===== src/rtl/cla_pkg.sv =====
// ---------------------------------------------------------------------------
// cla_pkg : shared types/constants for the serial CLA add/sub controller. Rev 1.0
// ---------------------------------------------------------------------------
`default_nettype none

package cla_pkg;

  typedef enum logic [1:0] {
    ST_IDLE = 2'd0,
    ST_RUN  = 2'd1,
    ST_DONE = 2'd2
  } state_e;

  localparam logic OP_ADD = 1'b0;
  localparam logic OP_SUB = 1'b1;

  // Counter width for n chunks; never below one bit so NUM_CHUNKS==1 still has a register.
  function automatic int cnt_width(input int n);
    return (n <= 2) ? 1 : $clog2(n);
  endfunction

endpackage

`default_nettype wire


===== src/rtl/carry_lookahead_unit_adder.sv =====
// ---------------------------------------------------------------------------
// carry_lookahead_unit_adder : DATA_IN_W-bit CLA slice with group P/G. Rev 1.0
// ---------------------------------------------------------------------------
`default_nettype none

module carry_lookahead_unit_adder #(
  parameter int DATA_IN_W = 4
) (
  input  logic [DATA_IN_W-1:0] a_i,
  input  logic [DATA_IN_W-1:0] b_i,
  input  logic                 c_i,
  output logic [DATA_IN_W-1:0] sum_o,
  output logic                 c_o,
  output logic                 pg_o,
  output logic                 gg_o
);

  logic [DATA_IN_W-1:0] w_g;
  logic [DATA_IN_W-1:0] w_p;
  logic [DATA_IN_W:0]   w_c;

  assign w_g = a_i & b_i;
  assign w_p = a_i ^ b_i;

  // Each carry is the prefix group generate/propagate over bits [i:0] applied to c_i.
  always_comb begin : p_lookahead
    logic w_gacc;
    logic w_pacc;
    w_gacc = 1'b0;
    w_pacc = 1'b1;
    w_c    = '0;
    w_c[0] = c_i;
    for (int i = 0; i < DATA_IN_W; i++) begin
      w_gacc     = w_g[i] | (w_p[i] & w_gacc);
      w_pacc     = w_p[i] & w_pacc;
      w_c[i + 1] = w_gacc | (w_pacc & c_i);
    end
    gg_o = w_gacc;
    pg_o = w_pacc;
  end

  assign sum_o = w_p ^ w_c[DATA_IN_W-1:0];
  assign c_o   = w_c[DATA_IN_W];

endmodule

`default_nettype wire


===== src/rtl/cla_serial_add_sub_ctrl.sv =====
// ---------------------------------------------------------------------------
// cla_serial_add_sub_ctrl : DATA_W signed add/sub over one shared CLA slice,
// LSB chunk first, with valid/ready on both sides. Rev 1.0
// ---------------------------------------------------------------------------
`default_nettype none

module cla_serial_add_sub_ctrl
  import cla_pkg::*;
#(
  parameter int DATA_W  = 32,
  parameter int CHUNK_W = 8
) (
  input  logic              clk_i,
  input  logic              rst_i,
  input  logic              in_valid_i,
  output logic              in_ready_o,
  input  logic              op_sub_i,
  input  logic [DATA_W-1:0] inp_A_i,
  input  logic [DATA_W-1:0] inp_B_i,
  output logic              out_valid_o,
  input  logic              out_ready_i,
  output logic [DATA_W-1:0] result_o,
  output logic              carry_o,
  output logic              overflow_o,
  output logic              busy_o
);

  localparam int NUM_CHUNKS = DATA_W / CHUNK_W;
  localparam int CNT_W      = cnt_width(NUM_CHUNKS);

  generate
    if ((DATA_W % CHUNK_W) != 0 || NUM_CHUNKS < 1) begin : g_bad_width
      $error("DATA_W must be a non-zero multiple of CHUNK_W");
    end
  endgenerate

  state_e              state_q, state_d;
  logic [CNT_W-1:0]    cnt_q, cnt_d;
  logic                carry_q, carry_d;
  logic [DATA_W-1:0]   a_q, a_d;
  logic [DATA_W-1:0]   b_q, b_d;
  logic [DATA_W-1:0]   res_q, res_d;
  logic                cout_q, cout_d;
  logic                ovf_q, ovf_d;

  logic [CHUNK_W-1:0]  w_a_chunk;
  logic [CHUNK_W-1:0]  w_b_chunk;
  logic [CHUNK_W-1:0]  w_sum;
  logic                w_cout;
  logic                w_last;
  logic                unused_pg;
  logic                unused_gg;

  always_comb begin
    w_a_chunk = '0;
    w_b_chunk = '0;
    for (int k = 0; k < NUM_CHUNKS; k++) begin
      if (cnt_q == CNT_W'(k)) begin
        w_a_chunk = a_q[k*CHUNK_W +: CHUNK_W];
        w_b_chunk = b_q[k*CHUNK_W +: CHUNK_W];
      end
    end
  end

  carry_lookahead_unit_adder #(
    .DATA_IN_W (CHUNK_W)
  ) u_slice (
    .a_i   (w_a_chunk),
    .b_i   (w_b_chunk),
    .c_i   (carry_q),
    .sum_o (w_sum),
    .c_o   (w_cout),
    .pg_o  (unused_pg),
    .gg_o  (unused_gg)
  );

  assign w_last = (cnt_q == CNT_W'(NUM_CHUNKS - 1));

  always_comb begin
    state_d = state_q;
    cnt_d   = cnt_q;
    carry_d = carry_q;
    a_d     = a_q;
    b_d     = b_q;
    res_d   = res_q;
    cout_d  = cout_q;
    ovf_d   = ovf_q;
    case (state_q)
      ST_IDLE: begin
        if (in_valid_i) begin
          a_d     = inp_A_i;
          b_d     = (op_sub_i == OP_ADD) ? inp_B_i : ~inp_B_i;
          carry_d = (op_sub_i == OP_SUB);
          cnt_d   = '0;
          state_d = ST_RUN;
        end
      end
      ST_RUN: begin
        for (int k = 0; k < NUM_CHUNKS; k++) begin
          if (cnt_q == CNT_W'(k)) begin
            res_d[k*CHUNK_W +: CHUNK_W] = w_sum;
          end
        end
        carry_d = w_cout;
        cnt_d   = cnt_q + CNT_W'(1);
        if (w_last) begin
          // b_q already holds ~B for subtract, so this is the usual same-sign rule.
          cout_d  = w_cout;
          ovf_d   = (a_q[DATA_W-1] == b_q[DATA_W-1]) &&
                    (w_sum[CHUNK_W-1] != a_q[DATA_W-1]);
          cnt_d   = '0;
          state_d = ST_DONE;
        end
      end
      ST_DONE: begin
        if (out_ready_i) begin
          state_d = ST_IDLE;
        end
      end
      default: state_d = ST_IDLE;
    endcase
  end

  always_ff @(posedge clk_i or posedge rst_i) begin
    if (rst_i) begin
      state_q <= ST_IDLE;
      cnt_q   <= '0;
      carry_q <= 1'b0;
      a_q     <= '0;
      b_q     <= '0;
      res_q   <= '0;
      cout_q  <= 1'b0;
      ovf_q   <= 1'b0;
    end else begin
      state_q <= state_d;
      cnt_q   <= cnt_d;
      carry_q <= carry_d;
      a_q     <= a_d;
      b_q     <= b_d;
      res_q   <= res_d;
      cout_q  <= cout_d;
      ovf_q   <= ovf_d;
    end
  end

  assign in_ready_o  = (state_q == ST_IDLE);
  assign out_valid_o = (state_q == ST_DONE);
  assign busy_o      = (state_q == ST_RUN) || (state_q == ST_DONE);
  assign result_o    = res_q;
  assign carry_o     = cout_q;
  assign overflow_o  = ovf_q;

endmodule

`default_nettype wire


===== config.mk =====
export PLATFORM = sky130hd
export DESIGN_NAME = cla_serial_add_sub_ctrl
export DESIGN_NICKNAME = d
export VERILOG_FILES = /design/src/rtl/cla_pkg.sv /design/src/rtl/carry_lookahead_unit_adder.sv /design/src/rtl/cla_serial_add_sub_ctrl.sv
export SDC_FILE = /design/constraint.sdc
export NUM_CORES = 1
export LEC_CHECK = 0
export ABC_AREA = 0
export CAP_MARGIN = 20
export CORE_ASPECT_RATIO = 1.25
export CORE_MARGIN = 1.5
export CORE_UTILIZATION = 40
export CTS_CLUSTER_DIAMETER = 50
export DETAILED_ROUTE_END_ITERATION = 12
export GPL_TIMING_DRIVEN = 0
export SETUP_SLACK_MARGIN = 0.3
export SYNTH_ARGS = -nofsm -noshare
export SYNTH_HDL_FRONTEND = slang
export SYNTH_HIERARCHICAL = 1
export SYNTH_SLANG_ARGS = --single-unit

===== constraint.sdc =====
create_clock -name clk_i -period 10.7 [get_ports clk_i]
set_clock_uncertainty 0.05 [all_clocks]
set_input_delay 2.14 -clock clk_i [delete_from_list [all_inputs] [get_ports clk_i]]
set_output_delay 2.14 -clock clk_i [all_outputs]
set_load 0.005 [all_outputs]

==> flow_summary.ini <==
[outcome]
outcome = completed

[pwr]
powerDensity_nw_per_um2 = 333
p_leak_nw = 2.85
ir_drop_mv = 0.142

[synth]
ys_seq_area_share_pct = 49.5
synth.area.mux_share_pct = 14.7
synth_top_family_by_area = multiplexers
synthXorXnorAreaFrac_pct = 6.22
syn-instance-count = 450
synth-seq-cells = 103
synthArstFlopShare_pct = 100
synth_nets = 536
yosys.area_share.adder_pct = 4.23
syn_avg_cell_area_um2 = 11.6
synth_ff_type = dfrtp_1
yosys.area_share.simple_pct = 9.29
synth_area_um2 = 5210
synth_edf_count = 0
yosysWarningCount = 6
ys_types = 48
synth_compound_area_share_pct = 11.7

[finish]
final_common_cell = clkdlybuf4s50_1
final_cell_mix = clkdlybuf4s50_1, dfrtp_1, mux2_2, nand2_1, xnor2_1
fill_cells = 1163
stdcell_count = 739
antenna_cells = 0
stdcell_area_um2 = 6800
nets = 652
area_growth_pct = 30.5
layout-drive-gt1-share_pct = 20.3

[critical_path]
path_delay_family = simple AND/OR/NAND/NOR gates
setup.worst_path.start_class = flop
crit_top_cell = ha_1
cp_cell_sequence = inv_1 > ha_1 > nor2b_4 > buf_6 > a221oi_1 > o31ai_1 > ha_1 > a21oi_2 > o211ai_2 > and4b_1 > or4b_1 > and3b_1 > a21oi_1 > o21ai_0
crit_end = overflow_o
setup.worst_path.start = cnt_q[0]
crit_path_top_delay_cell = or4b_1
crit_cells = 14
worst-path-buf-inv = 2
path_max_fanout = 10
cp.arrival_ns = 4.25
end_kind = flop
rr_worst_depth = 14
critical-path-max-stage-delay_ns = 0.64
critPathKind = flop to flop
r2r_start = cnt_q[0]
worst_ep_required_time_ns = 10.91
worst-r2r-setup-slack_ns = 6.66
r2r_end = overflow_o

[global_route]
antenna_found_initial = 0
grt_max_degree = 54
overflow = 0
grt_usage_pct = 18.7
grt_pass1_wl_mm = 19.9
grt_pass1_vias = 3775

[route]
wl_mm = 12.2
drt-initial-drc-count = 102
wl_per_cell_um = 16.5
vias = 3745
firstDrtPassIters = 4
viasPerCell = 5.07
drt.antenna.violating_nets = 0
drcViolationCount = 0

[die]
dieArea_um2 = 13700
fp.dieW_um = 105
pin_count = 106
die_height_um = 131
core-area_um2 = 12700
start_util_pct = 41.0
rows = 46

[timing]
worst_pin_slew_ns = 0.646
hold_ws_ns = 0.431
min_period_ns = 4.04
relSlewSlack_pct = 56.9
max_freq_ghz = 0.248
rsz0062_at_grt = no
final.setup.tns_ns = 0
setup_viol = 0
period_share_pct = 37.7
postLayoutSetupSlackWorst_ns = 6.66
finalMaxSlewViolations = 0
finalHoldViolations = 0

[hold_path]
hold_class = flop to flop

[clocking]
cts_tree = yes
cts_setup_buffers = 0
clk_path_buf_depth = 2
ctsRootBufferMaster = clkbuf_16
cts_resized = 0
cts.sinks = 103
insertion_delay_ns = 0.35
hold_buffers = 0
h-tree-depth = 3
clk_pin_slew_ns = 0.07
cts_buffers = 9

[placement]
placed_cells = 723
place_ws_ns = 6.63
detailed_place_hpwl_mm = 9.50
place_congestion = 0.884
portBuffers = 104
placed_cell_area_um2 = 6490

[run]
max_cap_violations = 0
worst min-delay path, delay by kind of cell, from the launching register on:
kind             cells  cell delay, ns
AO/OA/AOI/OAI        1            0.06
AND/OR/NAND/NOR      1            0.05
flip-flops           1            0.34
area by class of cell:
| cell class | instances | area (um^2) | area share, % |
|---|---|---|---|
| inverter | 9 | 36.3 | 0.534 |
| sequential | 103 | 2580 | 37.9 |
| multi-input combinational | 311 | 2400 | 35.3 |
| tap | 168 | 210 | 3.09 |
| clock buffer | 9 | 225 | 3.31 |
| timing repair buffer | 105 | 1070 | 15.7 |
| clock inverter | 7 | 81.3 | 1.20 |
| buffer | 27 | 199 | 2.93 |
cell usage after synthesis, drive strengths merged, types with 2 or more instances:
master | number | area share [%]
dfrtp | 103 | 49
nor2 | 5 | 0.36
xor2 | 2 | 0.34
nand3 | 4 | 0.38
a21o | 2 | 0.31
a221oi | 15 | 2.6
nor2b | 18 | 2.3
o21ai | 38 | 3.6
buf | 19 | 3.2
nand2 | 59 | 4.4
o211ai | 2 | 0.38
clkbuf | 8 | 0.65
and2b | 2 | 0.36
nand2b | 2 | 0.24
o31ai | 15 | 2.2
ha | 16 | 3.8
mux2 | 67 | 14
o41ai | 2 | 0.34
nor3 | 3 | 0.38
a21oi | 9 | 0.94
xnor2 | 35 | 5.9
inv | 9 | 0.65
o22ai | 3 | 0.36
stage by stage:
step | total power [mW] | util [%]
3_3_place_gp | 1.90 | 50.8
5_1_grt | 2.45 | 53.5
4_1_cts | 2.28 | 53.5
6_report | 2.27 | 53.5
3_5_place_dp | 1.95 | 51.0
2_1_floorplan | 1.51 | -
worst min-delay path by stage:
stage / startpoint / to / slack, ns / cells after the start
4_1_cts: b_q[30] / b_q[30] / 0.44 / 2
3_3_place_gp: b_q[8] / b_q[8] / 0.41 / 2
2_1_floorplan: b_q[11] / b_q[11] / 0.40 / 2
6_report: b_q[16] / b_q[16] / 0.43 / 2
5_1_grt: overflow_o / overflow_o / 0.46 / 2
3_5_place_dp: b_q[29] / b_q[29] / 0.42 / 2
state kept, by name (all words and copies together), names as in the netlist:
name	cells
overflow_o	1
state_q	2
carry_q	1
b_q	32
cnt_q	2
carry_o	1
result_o	32
a_q	32
power breakdown:
group	internal [mW]	switching, mW
clock	0.184	0.150
sequential	0.584	0.109
combinational	0.604	0.634
total	1.37	0.893
logic make-up after synthesis:
family | after synthesis
compound gates | 91
buf+inv | 36
mux | 68
xor+xnor | 37
fa+ha+maj | 17
flops | 103
simple gates | 98
per-layer routing:
metal	track usage [%]	wire (um)	vias to the layer above
met1	22.5	5300	1816
met2	33.7	6180	89
met5	0	0	-
li1	-	-	1820
met3	2.33	354	20
met4	8.22	325	0
Note: power is estimated with default switching activity, not from simulation.
==> edit 1 (same flow settings) <==
Put one more register stage on the output `overflow_o`. The value now appears one clock later. The other outputs are not delayed to match.
--- a/src/rtl/cla_serial_add_sub_ctrl.sv
+++ b/src/rtl/cla_serial_add_sub_ctrl.sv
@@ -149,5 +149,7 @@
   assign result_o    = res_q;
   assign carry_o     = cout_q;
-  assign overflow_o  = ovf_q;
+  always_ff @(posedge clk_i) begin
+    overflow_o <= ovf_q;
+  end
 
 endmodule
Function: changed (a bounded check fails within 10 cycles, from zero or initial values and one cycle with rst_i high).
==> edit 1 against the unedited design <==
Wire length rose by 0.43%. Final area rose by 0.42%. Sequential cell count rose by 1. Count of clock-buffer cells in the layout rose by 4. Clock power rose by 4%. Power rose by 0.93%. Area after synthesis rose by 0.38%. Setup slack got worse by 0.078 ns. Highest routed layer unchanged.
==> edit 1: results (changes against the unedited design) <==
qor: sta.worst_slew_pin_slew 0.609 ns [-0.0367 ns]
qor: detailed_routing.dr.first_iter.drc_count 113 [+11%]
qor: synth.number_of_warnings_issued_by_yosys 6 [unchanged]
qor: synth.ys_types 49 [+2.1%]
qor: final_layout.finish.net_count 653 [+0.15%]
qor: synth.netlist_instances 451 [+0.22%]
qor: clock_tree.number_of_gates_given_a_new_drive_strength_after_cts 0 [unchanged]
qor: synth.synth_nets 537 [+0.19%]
qor: clock_tree.cts-root-to-sink-buffers 2 [unchanged]
qor: global_routing.first_global_vias 3854 [+2.1%]
qor: global_routing.grt_pass1_wl 20000 µm [+0.38%]
qor: detailed_routing.detail_route.wirelength 12200 µm [+0.43%]
qor: global_routing.grt_antenna_before_repair 0 [unchanged]
qor: placed_design.routability_cong 0.898 [+1.6%]
qor: final_layout.finalNonFillerCells 740 [+0.14%]
qor: synth.async_set_or_reset_flop_fraction_in_the_synthesized_netlist 0.990 [-0.00962]
qor: global_routing.grtUsageTotal 0.188 [+0.00124]
qor: global_routing.largest_net_degree_at_the_start_of_global_routing 58 [+7.4%]
qor: power.ir_drop 0.000123 V [-13%]
qor: final_layout.fillers 1168 [+0.43%]
qor: power.leakagePower 0.00287 µW [+0.77%]
qor: placed_design.post_detailed_placement_cell_area 6510 µm² [+0.31%]
qor: setup_path.critPathArrivalTime 4.32 ns [+0.07 ns]
qor: final_layout.layout-drive-gt1-share 0.198 [-0.00560]
qor: clock_tree.cts_made_buffers 9 [unchanged]
qor: status.outcome completed
qor: detailed_routing.postRouteAntennaNets 0 [unchanged]
qor: detailed_routing.detail_route.vias_per_cell 5.08 [+0.32%]
qor: placed_design.dp_slack 6.61 ns [-0.0136 ns]
qor: clock_tree.post-cts-setup-buffer-count 0 [unchanged]
qor: synth.synth.yosys.seq_area_share 0.497 [+0.00193]
qor: placed_design.detailed_place_hpwl 9500 µm [about the same]
qor: placed_design.portBuffers 104 [unchanged]
qor: placed_design.placedCellCount 724 [+0.14%]
qor: synth.synth_top_cells_by_area sky130_fd_sc_hd__dfrtp_1 49%, sky130_fd_sc_hd__mux2_2 14%, sky130_fd_sc_hd__xnor2_1 5.9%, sky130_fd_sc_hd__nand2_1 3.9%, sky130_fd_sc_hd__ha_1 3.8%
edit 1: cell types whose count changed in the layout (fill, tap and decap cells not counted), sizes merged:
cell,delta
bufinv,+1
clkbuf,+4
clkinvlp,-3
dfxtp,+1
inv,-2
edit 1: cell families after synthesis:
logic type / Yosys count / synth area share
AND/OR/NAND/NOR: 98 / 0.0926
adder cells (fa/ha/maj): 17 / 0.0421
XOR/XNOR: 37 / 0.0619
buffers and inverters: 36 / 0.0445
flip-flops: 104 / 0.497
AO/OA/AOI/OAI: 91 / 0.116
multiplexers: 68 / 0.146
edit 1: routing by layer:
| layer | part of all wire | vias to the layer above | wire length (µm) | GRT usage |
|---|---|---|---|---|
| met2 | 0.51 | 90 | 6200 | 0.335 |
| li1 | - | 1821 | - | - |
| met5 | 0 | - | 0 | 0 |
| met1 | 0.44 | 1834 | 5320 | 0.233 |
| met3 | 0.035 | 17 | 428 | 0.0218 |
| met4 | 0.021 | 0 | 260 | 0.0798 |
edit 1: power breakdown:
part,switching (µW),internal (µW)
combinational,633,604
sequential,111,590
clock,138,211
total,882,1410
edit 1: critical path: stages (launching register included):
cell                       delay [ns]
sky130_fd_sc_hd__dfrtp_1         0.43
sky130_fd_sc_hd__inv_1           0.10
sky130_fd_sc_hd__ha_1            0.28
sky130_fd_sc_hd__nor2b_4         0.29
sky130_fd_sc_hd__buf_6           0.18
sky130_fd_sc_hd__a221oi_1        0.11
sky130_fd_sc_hd__o31ai_1         0.57
sky130_fd_sc_hd__ha_1            0.36
sky130_fd_sc_hd__a21oi_2         0.18
sky130_fd_sc_hd__o211ai_2        0.15
sky130_fd_sc_hd__and4b_1         0.22
sky130_fd_sc_hd__or4b_1          0.66
sky130_fd_sc_hd__and3b_1         0.26
sky130_fd_sc_hd__a21oi_1         0.04
sky130_fd_sc_hd__o21ai_0         0.14
edit 1: worst paths after layout:
check	from	cells past startpoint	slack, ns	end
min in group asynchronous	rst_i	2	2.18	result_o[12]$_DFFE_PP0P_
max	cnt_q[0]$_DFFE_PP0P_	14	6.59	ovf_q$_DFFE_PP0P_
max in group asynchronous	rst_i	3	7.73	b_q[24]$_DFFE_PP0P_
min reg2reg	ovf_q$_DFFE_PP0P_	0	0.32	overflow_o$_DFF_P_
max reg2reg	cnt_q[0]$_DFFE_PP0P_	14	6.59	ovf_q$_DFFE_PP0P_
min	ovf_q$_DFFE_PP0P_	0	0.32	overflow_o$_DFF_P_
edit 1: layout make-up:
type | count | area, µm² | share of cell area
well taps | 168 | 210 | 0.0308
multi-input cells | 311 | 2400 | 0.352
repair buffers | 105 | 1070 | 0.156
plain buffers | 27 | 199 | 0.0291
flip-flops and latches | 104 | 2600 | 0.380
clock inverters | 3 | 65.1 | 0.00953
inverters | 9 | 36.3 | 0.00531
clock buffers | 13 | 250 | 0.0367
==> edit 2 (same settings) <==
Without the edit above. The parameter `DATA_W` goes from 32 to 24.
--- a/src/rtl/cla_serial_add_sub_ctrl.sv
+++ b/src/rtl/cla_serial_add_sub_ctrl.sv
@@ -8,5 +8,5 @@
   import cla_pkg::*;
 #(
-  parameter int DATA_W  = 32,
+  parameter int DATA_W  = 24,
   parameter int CHUNK_W = 8
 ) (
Interface: changed (resized inp_A_i, inp_B_i and result_o); port bits go from 106 to 82. The function was not compared with the original's and may differ.
==> edit 2 against the unedited design <==
Via count down 24%. Power down 24%. Largest cell class unchanged. Final area down 22%. Sequential cell count down 24. Count of clock-buffer cells in the layout up 3. Area after synthesis down 23%. Sequential power down 24%. Largest power group unchanged. Sequential share of layout area down 0.51 points. Setup slack better by 0.17 ns. Wire length down 31%.
==> edit 2: results (changes against the unedited design) <==
qor: status.outcome completed
qor: synth.synth_top_cells_by_area sky130_fd_sc_hd__dfrtp_1 49%, sky130_fd_sc_hd__mux2_2 8.7%, sky130_fd_sc_hd__mux2_1 6.2%, sky130_fd_sc_hd__xnor2_1 5.9%, sky130_fd_sc_hd__o21ai_0 5.3%
qor: global_routing.largest_net_degree_at_the_start_of_global_routing 46 [-15%]
qor: final_layout.finish.net_count 507 [-22%]
qor: setup_path.crit_fanout 7 [-3]
qor: power.leakagePower 0.00222 µW [-22%]
qor: setup_path.critical_path.endpoint_type output pin
qor: sta.timing.max_slew.rel_slack 0.687 [+0.118]
qor: synth.synth_compound_area_frac 0.0920 [-0.0247]
qor: placed_design.routability_cong 0.755 [-15%]
qor: global_routing.grtUsageTotal 0.170 [-0.0171]
qor: hold_path.timing.hold.worst.start b_q[4]$_DFFE_PP0P_
qor: placed_design.detailed_place_hpwl 6450 µm [-32%]
qor: synth.fraction_of_synthesized_area_in_multiplexers 0.189 [+0.0426]
qor: synth.synth_nets 415 [-23%]
qor: detailed_routing.num_vias 2844 [-24%]
qor: final_layout.sequential_area 1980 µm² [-23%]
qor: detailed_routing.wl_met3 258 µm [-27%]
qor: synth.synth_xor_xnor_area_share 0.0635 [+0.00133]
qor: synth.synthTopCellsByCount 79 x sky130_fd_sc_hd__dfrtp_1, 45 x sky130_fd_sc_hd__nand2_1, 42 x sky130_fd_sc_hd__o21ai_0
qor: final_layout.layout-drive-gt1-share 0.155 [-0.0481]
qor: setup_path.critPathArrivalTime 1.67 ns [-2.58 ns]
qor: detailed_routing.detail_route.wirelength 8430 µm [-31%]
qor: power.ir_drop 0.000123 V [-13%]
qor: placed_design.dp_slack 6.96 ns [+0.335 ns]
qor: clock_tree.insertion_delay 0.33 ns [-0.02 ns]
qor: placed_design.portBuffers 80 [-23%]
qor: setup_path.worst_r2r_path_depth 13 [-1]
qor: detailed_routing.met2_length 4150 µm [-33%]
qor: setup_path.worst_r2r_startpoint cnt_q[1]$_DFFE_PP0P_
edit 2: cell count changes in the layout (fill, tap and decap cells not counted), moves of 15 or more:
cell / unedited run / this run
sky130_fd_sc_hd__nor2b_1: 17 / 1
sky130_fd_sc_hd__mux2i_1: 1 / 16
sky130_fd_sc_hd__o31ai_1: 15 / 0
sky130_fd_sc_hd__clkdlybuf4s50_1: 104 / 80
sky130_fd_sc_hd__dfrtp_1: 103 / 79
sky130_fd_sc_hd__mux2_1: 1 / 22
sky130_fd_sc_hd__mux2_2: 66 / 31
edit 2: layout make-up:
class / instances / share of cell area
Clock buffer: 12 / 0.0485
Tap cell: 126 / 0.0298
Timing Repair Buffer: 81 / 0.157
Inverter: 6 / 0.00473
Buffer: 18 / 0.0194
Clock inverter: 3 / 0.00805
Sequential cell: 79 / 0.374
Multi-Input combinational cell: 246 / 0.359
edit 2: routing by layer:
metal / vias to the layer above / GRT usage
li1: 1401 / -
met1: 1366 / 0.222
met2: 66 / 0.283
met3: 11 / 0.0304
met4: 0 / 0.0615
met5: - / 0
edit 2: logic make-up after synthesis:
| kind of cell | after synthesis |
|---|---|
| buffers and inverters | 24 |
| AO/OA/AOI/OAI | 63 |
| multiplexers | 69 |
| AND/OR/NAND/NOR | 72 |
| adder cells (fa/ha/maj) | 13 |
| flip-flops | 79 |
| XOR/XNOR | 29 |
edit 2: power breakdown:
part	total, µW	internal [µW]	switching [µW]
registers	530	448	81.3
clock network	305	192	113
logic	883	443	440
total	1720	1080	635
edit 2: metrics by stage:
step                      instance area, µm²   util  instances  hold WS, ns
after floorplan                         4000      -        349        0.399
after global placement                  4960  0.513        555        0.413
after detailed placement                4990  0.516        556        0.420
after CTS                               5290  0.547        571        0.433
after global routing                    5290  0.547        571        0.453
final                                   5290  0.547        571        0.426
edit 2: worst max path at each step:
stage | start | endpoint | slack [ns] | cells past startpoint
4_1_cts | state_q[1]$_DFFE_PP0P_ | in_ready_o | 6.81 | 3
3_5_place_dp | in_valid_i | a_q[12]$_DFFE_PP0P_ | 6.96 | 4
5_1_grt | state_q[1]$_DFFE_PP0P_ | in_ready_o | 6.74 | 3
2_1_floorplan | rst_i | a_q[0]$_DFFE_PP0P_ | 6.49 | 1
3_3_place_gp | rst_i | b_q[2]$_DFFE_PP0P_ | 5.17 | 2
6_report | state_q[1]$_DFFE_PP0P_ | in_ready_o | 6.84 | 3
edit 2: worst min-delay path, delay by kind of cell (launching register included):
| kind | cells | cell delay [ns] |
|---|---|---|
| compound gates | 1 | 0.06 |
| flops | 1 | 0.34 |
| simple gates | 1 | 0.05 |
